--- src/rtl/spi_flash_arbiter.sv ---
// Shares one SPI flash port between instruction-fetch (I) and data-load (D)
// readers. Each grant runs a 64-bit mode-0 transfer: a 32-bit read command out,
// then a 32-bit word in. Build option SPI_FLASH_RR_EN selects round-robin on
// simultaneous requests; otherwise D has fixed priority over I.
module spi_flash_arbiter #(
  parameter int unsigned CLK_DIV = 2,
  parameter logic [7:0]  RD_OP   = 8'h03
) (
  input  logic        clk,
  input  logic        RESET,
  input  logic        i_req,
  input  logic [23:0] i_addr,
  output logic        i_ack,
  output logic [31:0] i_rdata,
  input  logic        d_req,
  input  logic [23:0] d_addr,
  output logic        d_ack,
  output logic [31:0] d_rdata,
  output logic        busy,
  output logic        spi_clk,
  output logic        spi_cs_n,
  output logic        spi_mosi,
  input  logic        spi_miso
);

  localparam logic [7:0] DivReload = 8'(CLK_DIV - 1);
  // DONE plus GAP span 2*CLK_DIV cycles, so the next grant lands 2*CLK_DIV
  // cycles after the ack and CS stays high for at least 2*CLK_DIV+1 cycles.
  localparam logic [8:0] GapReload = 9'(2 * CLK_DIV - 2);

  typedef enum logic [1:0] {StIdle, StShift, StDone, StGap} state_e;

  state_e      state_q, state_d;
  logic [31:0] cmd_q, cmd_d;
  logic [31:0] sh_q, sh_d;
  logic [31:0] i_rdata_q, i_rdata_d;
  logic [31:0] d_rdata_q, d_rdata_d;
  logic [6:0]  bitcnt_q, bitcnt_d;
  logic [7:0]  div_q, div_d;
  logic [8:0]  gap_q, gap_d;
  logic        sclk_q, sclk_d;
  logic        cs_n_q, cs_n_d;
  logic        mosi_q, mosi_d;
  logic        i_ack_q, i_ack_d;
  logic        d_ack_q, d_ack_d;
  logic        win_d_q, win_d_d;        // 1: D owns the current transfer
  logic        last_grant_q, last_grant_d;  // 1: D was granted last

  logic grant;
  logic pick_d;

  // Arbitration; a grant can only happen in IDLE and never while in reset.
  always_comb begin
    grant  = (state_q == StIdle) && (i_req || d_req) && RESET;
`ifdef SPI_FLASH_RR_EN
    if (i_req && d_req) begin
      pick_d = ~last_grant_q;
    end else begin
      pick_d = d_req;
    end
`else
    pick_d = d_req;
`endif
  end

  // Next-state logic for the transfer FSM and its datapath.
  always_comb begin
    state_d      = state_q;
    cmd_d        = cmd_q;
    sh_d         = sh_q;
    i_rdata_d    = i_rdata_q;
    d_rdata_d    = d_rdata_q;
    bitcnt_d     = bitcnt_q;
    div_d        = div_q;
    gap_d        = gap_q;
    sclk_d       = sclk_q;
    cs_n_d       = cs_n_q;
    mosi_d       = mosi_q;
    i_ack_d      = 1'b0;
    d_ack_d      = 1'b0;
    win_d_d      = win_d_q;
    last_grant_d = last_grant_q;

    unique case (state_q)
      StIdle: begin
        if (grant) begin
          state_d      = StShift;
          win_d_d      = pick_d;
          last_grant_d = pick_d;
          cmd_d        = {RD_OP, pick_d ? d_addr : i_addr};
          mosi_d       = RD_OP[7];
          cs_n_d       = 1'b0;
          sclk_d       = 1'b0;
          bitcnt_d     = 7'd0;
          div_d        = DivReload;
        end
      end
      StShift: begin
        if (div_q == 8'd0) begin
          div_d = DivReload;
          if (!sclk_q) begin
            // Rising edge: capture miso.
            sclk_d = 1'b1;
            sh_d   = {sh_q[30:0], spi_miso};
          end else begin
            // Falling edge: end of a bit.
            sclk_d = 1'b0;
            if (bitcnt_q == 7'd63) begin
              state_d = StDone;
              cs_n_d  = 1'b1;
              mosi_d  = 1'b0;
              if (win_d_q) begin
                d_rdata_d = sh_q;
                d_ack_d   = 1'b1;
              end else begin
                i_rdata_d = sh_q;
                i_ack_d   = 1'b1;
              end
            end else begin
              bitcnt_d = bitcnt_q + 7'd1;
              // Zeros shift in behind the command, so bits 32..63 send 0.
              cmd_d    = {cmd_q[30:0], 1'b0};
              mosi_d   = cmd_q[30];
            end
          end
        end else begin
          div_d = div_q - 8'd1;
        end
      end
      StDone: begin
        state_d = StGap;
        gap_d   = GapReload;
      end
      StGap: begin
        if (gap_q == 9'd0) begin
          state_d = StIdle;
        end else begin
          gap_d = gap_q - 9'd1;
        end
      end
      default: state_d = StIdle;
    endcase
  end

  // State register with synchronous active-low reset.
  always_ff @(posedge clk) begin
    if (!RESET) begin
      state_q      <= StIdle;
      cmd_q        <= 32'h0;
      sh_q         <= 32'h0;
      i_rdata_q    <= 32'h0;
      d_rdata_q    <= 32'h0;
      bitcnt_q     <= 7'd0;
      div_q        <= 8'd0;
      gap_q        <= 9'd0;
      sclk_q       <= 1'b0;
      cs_n_q       <= 1'b1;
      mosi_q       <= 1'b0;
      i_ack_q      <= 1'b0;
      d_ack_q      <= 1'b0;
      win_d_q      <= 1'b0;
      last_grant_q <= 1'b0;
    end else begin
      state_q      <= state_d;
      cmd_q        <= cmd_d;
      sh_q         <= sh_d;
      i_rdata_q    <= i_rdata_d;
      d_rdata_q    <= d_rdata_d;
      bitcnt_q     <= bitcnt_d;
      div_q        <= div_d;
      gap_q        <= gap_d;
      sclk_q       <= sclk_d;
      cs_n_q       <= cs_n_d;
      mosi_q       <= mosi_d;
      i_ack_q      <= i_ack_d;
      d_ack_q      <= d_ack_d;
      win_d_q      <= win_d_d;
      last_grant_q <= last_grant_d;
    end
  end

  assign busy     = (state_q != StIdle) || grant;
  assign i_ack    = i_ack_q;
  assign d_ack    = d_ack_q;
  assign i_rdata  = i_rdata_q;
  assign d_rdata  = d_rdata_q;
  assign spi_clk  = sclk_q;
  assign spi_cs_n = cs_n_q;
  assign spi_mosi = mosi_q;

endmodule

--- config.mk ---
export PLATFORM = sky130hd
export DESIGN_NAME = spi_flash_arbiter
export DESIGN_NICKNAME = d
export VERILOG_FILES = /design/src/rtl/spi_flash_arbiter.sv
export SDC_FILE = /design/constraint.sdc
export NUM_CORES = 1
export LEC_CHECK = 0
export CORE_MARGIN = 10
export CORE_UTILIZATION = 53
export DETAILED_ROUTE_END_ITERATION = 7
export MAX_ROUTING_LAYER = met4
export PLACE_DENSITY = 0.91
export REMOVE_ABC_BUFFERS = 1
export SLEW_MARGIN = 5
export SYNTH_ARGS = -nofsm -noshare
export SYNTH_HDL_FRONTEND = slang
export SYNTH_SLANG_ARGS = --single-unit
--- constraint.sdc ---
create_clock -name clk -period 2.5 [get_ports clk]
set_input_delay 0.75 -clock clk [delete_from_list [all_inputs] [get_ports clk]]
set_output_delay 0.75 -clock clk [all_outputs]
set_load 0.02 [all_outputs]
# After elaboration in Yosys (flattened, before gate mapping)
# Index checks and enable logic that the tools add are counted.
# classes
add_sub_neg	3
eq_ne	11
n_mux	36
n_bitwise	2
n_reduce_logical	22
# ops
operator	n
two-way mux 31 bit	4
one-hot mux 31 bit (2 select lines)	1
AND reduction 5 bit	6
two-way mux 7 bit	4
two-way mux 24 bit	1
one-hot mux 9 bit (2 select lines)	1
two-way mux 8 bit	2
one-hot mux 8 bit (2 select lines)	1
!= test 2 bit (second input constant)	7
one-hot mux 7 bit (2 select lines)	1
two-way mux 1 bit	11
two-way mux 2 bit	5
zero test 9 bit	1
two-way mux 9 bit	1
subtractor 9 x 1 -> 9 bit (second input constant)	1
zero test 8 bit	1
one-hot mux 2 bit (4 select lines)	1
subtractor 8 x 1 -> 8 bit (second input constant)	1
adder 7 x 1 -> 7 bit (second input constant)	1
equality test 7 x 6 -> 1 bit (second input constant)	1
one-hot mux 1 bit (2 select lines)	3
AND reduction 2 bit	3
AND reduction 3 bit	2
nonzero test 2 bit	3
7 further kinds	11
# totals
ff_bits	159
output_inout_bits	70
word_cells	88

# Logic depth before layout (Yosys ltp)
# depth
ltp_word	5
mapped_depth	9
ltp_nobuf	6

# Least setup slack after synthesis
# Ideal clock, no wire load.
# synth_timing
kind	reg-to-reg
start	register state_q[1]
end	register bitcnt_q[1]
setup_time_ps	72
t_arrival_ps	2079
setup_slack_ps	349
path_stages_with_launch	9
n_path_buf	2
cell_sequence	dfxtp_1 > inv_1 > ha_1 > clkbuf_1 > nor4bb_1 > o211ai_1 > a21oi_1 > buf_4 > mux2i_1
# synth_via
elab_chain_len	5
elab_cells_between_ends	11
classes_between	5 x eq/ne; 1 x mux; 5 x reduce/logical
# synth_rtl
element	line_no	source
from (decl)	33	state_e state_q, state_d;
from (signal assigned)	148	state_q <= StIdle;
from (signal assigned)	164	state_q <= state_d;
zero test 2 bit	54, 84	
logical AND 1 bit (2 in series)	54	grant = (state_q == StIdle) && (i_req || d_req) && RESET;
!= test 2 bit (no line)	n/a	
AND reduction 5 bit (no line)	n/a	
to (signal assigned)	169	bitcnt_q <= bitcnt_d;
to (decl)	38	logic [6:0] bitcnt_q, bitcnt_d;
# Several ways; a longest one is shown, not always the timed one.
# A chain may end at the register's enable or synchronous reset.

# Worst setup path in the final report
# layout_timing
start	register sclk_q, in the netlist spi_clk
end	output port spi_clk
# layout_rtl
element	line_no	source
from (decl)	41	logic sclk_q, sclk_d;
from (signal assigned)	172	sclk_q <= sclk_d;
to (decl)	20	output logic spi_clk,
# No word-level cell between the ends.

==> qor.tcl <==
set qor(cts_num_sinks) 159
set qor(hold-path-endpoint) {bitcnt_q[6]$_SDFFE_PN0P_}
set qor(rr_worst_depth) 8
set qor(dr_total_vias) 5879
set qor(net_switching_power_figure_mw) 2.51
set qor(placement.setup.worst_slack_ns) -0.519
set qor(summed_instance_area_of_the_synthesized_netlist_um2) 6980
set qor(static_leakage_nw) 3.82
set qor(post-route-min-period_ns) 2.44
set qor(drt-initial-drc-count) 416
set qor(route.detailed.vias_per_inst) 5.43
set qor(nFillCells) 896
set qor(timing.critical_path.buf_inv) 1
set qor(start_util_pct) 54.6
set qor(design.core.area_um2) 12800
set qor(power.share.combinational_pct) 27.1
set qor(fp.dieW_um) 135
set qor(critical_path_data_arrival_time_ns) 1.69
set qor(rsz0062_at_grt) {no}
set qor(hold_path.class) {reg2reg}
set qor(global_route_wire_length_before_repair_um) 27400
set qor(antenna_found_initial) 0
set qor(final.setup_skew_ns) 0.00738
set qor(h-tree-depth) 4
set qor(postCtsSetupBuffers) 0
set qor(stdcell_area_um2) 9100
set qor(max_cap_viol) 0
set qor(clk_path_buf_depth) 2
set qor(router_iterations_before_antenna_repair) 5
set qor(cpPeakStageDelay_ns) 0.69
set qor(route.final.wire_length_um) 16500
set qor(critical_path.top_delay_family) {buffers and inverters}
set qor(clk_pin_slew_ns) 0.06
set qor(critical_path.startpoint_type) {flop}
set qor(critical_path_required_ns) 1.75
set qor(vdd.ir_drop.worst_uv) 480
set qor(ioPinCount) 123
set qor(placementRows) 41
set qor(cts_buffers) 17
set qor(r2r-end) {i_rdata[27]$_SDFFE_PN0P_}
set qor(grt-ovfl-total) 0
set qor(dieArea_um2) 18100
set qor(run_status) {complete, no violations}
set qor(via_count_of_the_first_global_routing_pass) 5830
set qor(worst_slack_ns) 0.0564
set qor(ys.flop_type) {sky130_fd_sc_hd__dfxtp_1}
set qor(reg_power_share_pct) 35.3
set qor(fmax_mhz) 409
set qor(yosys.area_share.xor_xnor_pct) 0.879
set qor(cts_hold_repair.buffers) 0
set qor(num_antenna_cells) 0
set qor(critical_path_end_type) {output port}
set qor(half_perimeter_wire_length_of_the_detailed_placement_result_um) 11000
set qor(synth_seq_area_share_pct) 45.6
set qor(clock_tree_from_tritoncts) {built}
set qor(hold_start) {bitcnt_q[6]$_SDFFE_PN0P_}
set qor(yosys-mux-area-fraction_pct) 17.8
set qor(avgSynthCellArea_um2) 8.91
set qor(timing.critical_path.cells) {clkdlybuf4s50_1}
set qor(ys_top_cells_by_area) {sky130_fd_sc_hd__dfxtp_1 (46%), sky130_fd_sc_hd__mux2i_1 (17%), sky130_fd_sc_hd__nand2_1 (13%)}
set qor(critPathKind) {reg2out}
set qor(cp_max_fo) 6
set qor(r2r-start) {div_q[0]$_SDFFE_PN0P_}
set qor(io_buffers) 122
set qor(placed_cells) 1050
set qor(instances_no_fill) 1082
set qor(dieHeight_um) 135
set qor(synthesized_area_fraction_occupied_by_ao_oa_aoi_and_oai_cells_pct) 10.0
set qor(synthCells) 783
set qor(root_buffer) {sky130_fd_sc_hd__clkbuf_16}
set qor(yosys.area.top_type_share_pct) 45.6
set qor(gp_congestion) 0.862
set qor(share_of_flip_flops_with_an_asynchronous_set_or_reset_after_synthesis_pct) 0
set qor(yosys.area_share.simple_pct) 19.4
set qor(metal1_wirelength_um) 7180
set qor(power.internal_mw) 5.83
set qor(synth_top_family_by_area) {simple AND/OR/NAND/NOR gates}
set qor(finalSetupViolCount) 0
set qor(power_per_cell_area_nw_per_um2) 917
set qor(finalNetCount) 959
set qor(timing_max_transition_violations_final) 0
set qor(grt_max_degree) 52
set qor(flop2flop_setup_slack_ns) 0.23
set qor(yosys.area_share.adder_pct) 1.61
set qor(layout_worst_path_cycle_share_pct) 97.7
set qor(wl_per_cell_um) 15.2
set qor(finalHoldViolations) 0
set qor(netSwitchingFraction_pct) 30.1
set qor(final_layout_size_suffix_gt1_share_pct) 7.80
set qor(cpMaxStageDelayCell) {sky130_fd_sc_hd__clkdlybuf4s50_1}
set qor(remaining_max_slew_budget_at_the_tightest_pin_pct) 53.8
set qor(syn_to_final_growth_pct) 30.4
set qor(yosys_cell_types) 57
set qor(synth_register_bits) 159
set qor(total_power_mw) 8.34
set qor(min_delay_path_depth) 2
set qor(track_usage_pct) 18.8
set qor(ctsResizeCount) 6
set qor(met3_length_um) 994
set qor(tightest_slew_ns) 0.684
set qor(synth-edff-count) 0
set qor(highest-signal-layer) {met4}
set qor(ant_nets) 0
set qor(met2WireLength_um) 8010
set qor(clk-insertion-delay-late_ns) 0.43
set qor(route.detailed.drc) 0
set qor(synth_warnings) 0
set qor(share_clk_of_total_power_pct) 37.7
set qor(synth_area_leader_cell) {sky130_fd_sc_hd__dfxtp_1}
set qor(post_dp_cell_area_um2) 8370
[registers in the layout, indices dropped and copies added, names as in the netlist, 2 cells and up]
| register | flops |
|---|---|
| d_rdata | 32 |
| sh_q | 32 |
| bitcnt_q | 7 |
| state_q | 2 |
| div_q | 8 |
| gap_q | 9 |
| cmd_q | 31 |
| i_rdata | 32 |
[routing by layer]
| layer | track usage [%] | vias up |
|---|---|---|
| li1 | - | 2906 |
| met1 | 21.6 | 2761 |
| met2 | 30.7 | 182 |
| met3 | 5.19 | 30 |
| met4 | 6.89 | 0 |
| met5 | - | - |
[stage by stage]
stage	util (%)	TNS (ns)	hold slack, ns
after CTS	71.3	0	0.448
after global routing	71.2	0	0.478
after detailed placement	65.6	-10.55	0.434
after global placement	65.6	-7.21	0.425
after floorplan	-	-27.63	0.407
final	71.2	0	0.448
[cell usage after synthesis, types with 3 or more instances]
| library cell | number |
|---|---|
| sky130_fd_sc_hd__a211oi_1 | 5 |
| sky130_fd_sc_hd__a21oi_1 | 41 |
| sky130_fd_sc_hd__a31oi_1 | 3 |
| sky130_fd_sc_hd__and2_1 | 3 |
| sky130_fd_sc_hd__buf_2 | 4 |
| sky130_fd_sc_hd__buf_6 | 8 |
| sky130_fd_sc_hd__clkbuf_1 | 35 |
| sky130_fd_sc_hd__dfxtp_1 | 159 |
| sky130_fd_sc_hd__ha_1 | 9 |
| sky130_fd_sc_hd__inv_1 | 11 |
| sky130_fd_sc_hd__mux2_2 | 3 |
| sky130_fd_sc_hd__mux2i_1 | 121 |
| sky130_fd_sc_hd__nand2_1 | 236 |
| sky130_fd_sc_hd__nand2b_1 | 5 |
| sky130_fd_sc_hd__nand3_1 | 14 |
| sky130_fd_sc_hd__nor2_1 | 17 |
| sky130_fd_sc_hd__nor2b_1 | 5 |
| sky130_fd_sc_hd__nor4_1 | 6 |
| sky130_fd_sc_hd__o211ai_1 | 28 |
| sky130_fd_sc_hd__o21ai_0 | 11 |
| sky130_fd_sc_hd__o22ai_1 | 4 |
| sky130_fd_sc_hd__or3_1 | 3 |
| sky130_fd_sc_hd__xnor2_1 | 6 |
[power by group through the flow]
stage	clock, mW	combinational (mW)	sequential, mW
finish	3.14	2.26	2.94
global route	3.28	2.48	2.97
CTS	3.18	2.26	2.94
detailed placement	0	2.23	2.99
global placement	0	2.18	2.98
floorplan	0	1.44	2.95
[final cells by class]
type	instances	area, um^2	share of cell area (%)
multi-input cells	559	3490	38.3
flip-flops and latches	159	3180	35.0
repair buffers	147	1440	15.8
clock buffers	18	439	4.83
clock inverters	14	287	3.15
well taps	172	215	2.37
inverters	13	48.8	0.536
[cell usage in the layout (no fill, tap or decap), drive strengths merged, types with 3 or more instances in the layout]
master,instances
a211oi,6
a21oi,41
a31oi,3
and2,4
buf,27
bufinv,8
clkbuf,18
clkdlybuf4s50,119
clkinv,6
dfxtp,159
ha,9
inv,11
mux2,3
mux2i,121
nand2,236
nand2b,5
nand3,14
nor2,17
nor2b,5
nor4,7
o211ai,28
o21ai,13
o22ai,4
or3,3
or4,3
xnor2,6
[kinds of logic after synthesis]
logic type / after synthesis
AOI/OAI and AO/OA: 109
xor gates and xnor gates: 7
adders and majority gates: 9
buffers and inverters: 65
DFF: 159
muxes: 124
and+or+nand+nor: 310
[worst max-delay path by stage]
stage	from	to	slack (ns)	cells after the start
2_1_floorplan	state_q[1]$_SDFFE_PN0P_	cmd_q[10]$_SDFFE_PN0P_	-0.65	6
3_3_place_gp	d_req	busy	-0.49	4
3_5_place_dp	d_req	busy	-0.52	4
4_1_cts	i_req	busy	0.01	4
5_1_grt	spi_clk$_SDFFE_PN0P_	spi_clk	0.007	1
6_report	spi_clk$_SDFFE_PN0P_	spi_clk	0.06	1
No activity file was read; power rests on OpenSTA's default activity.
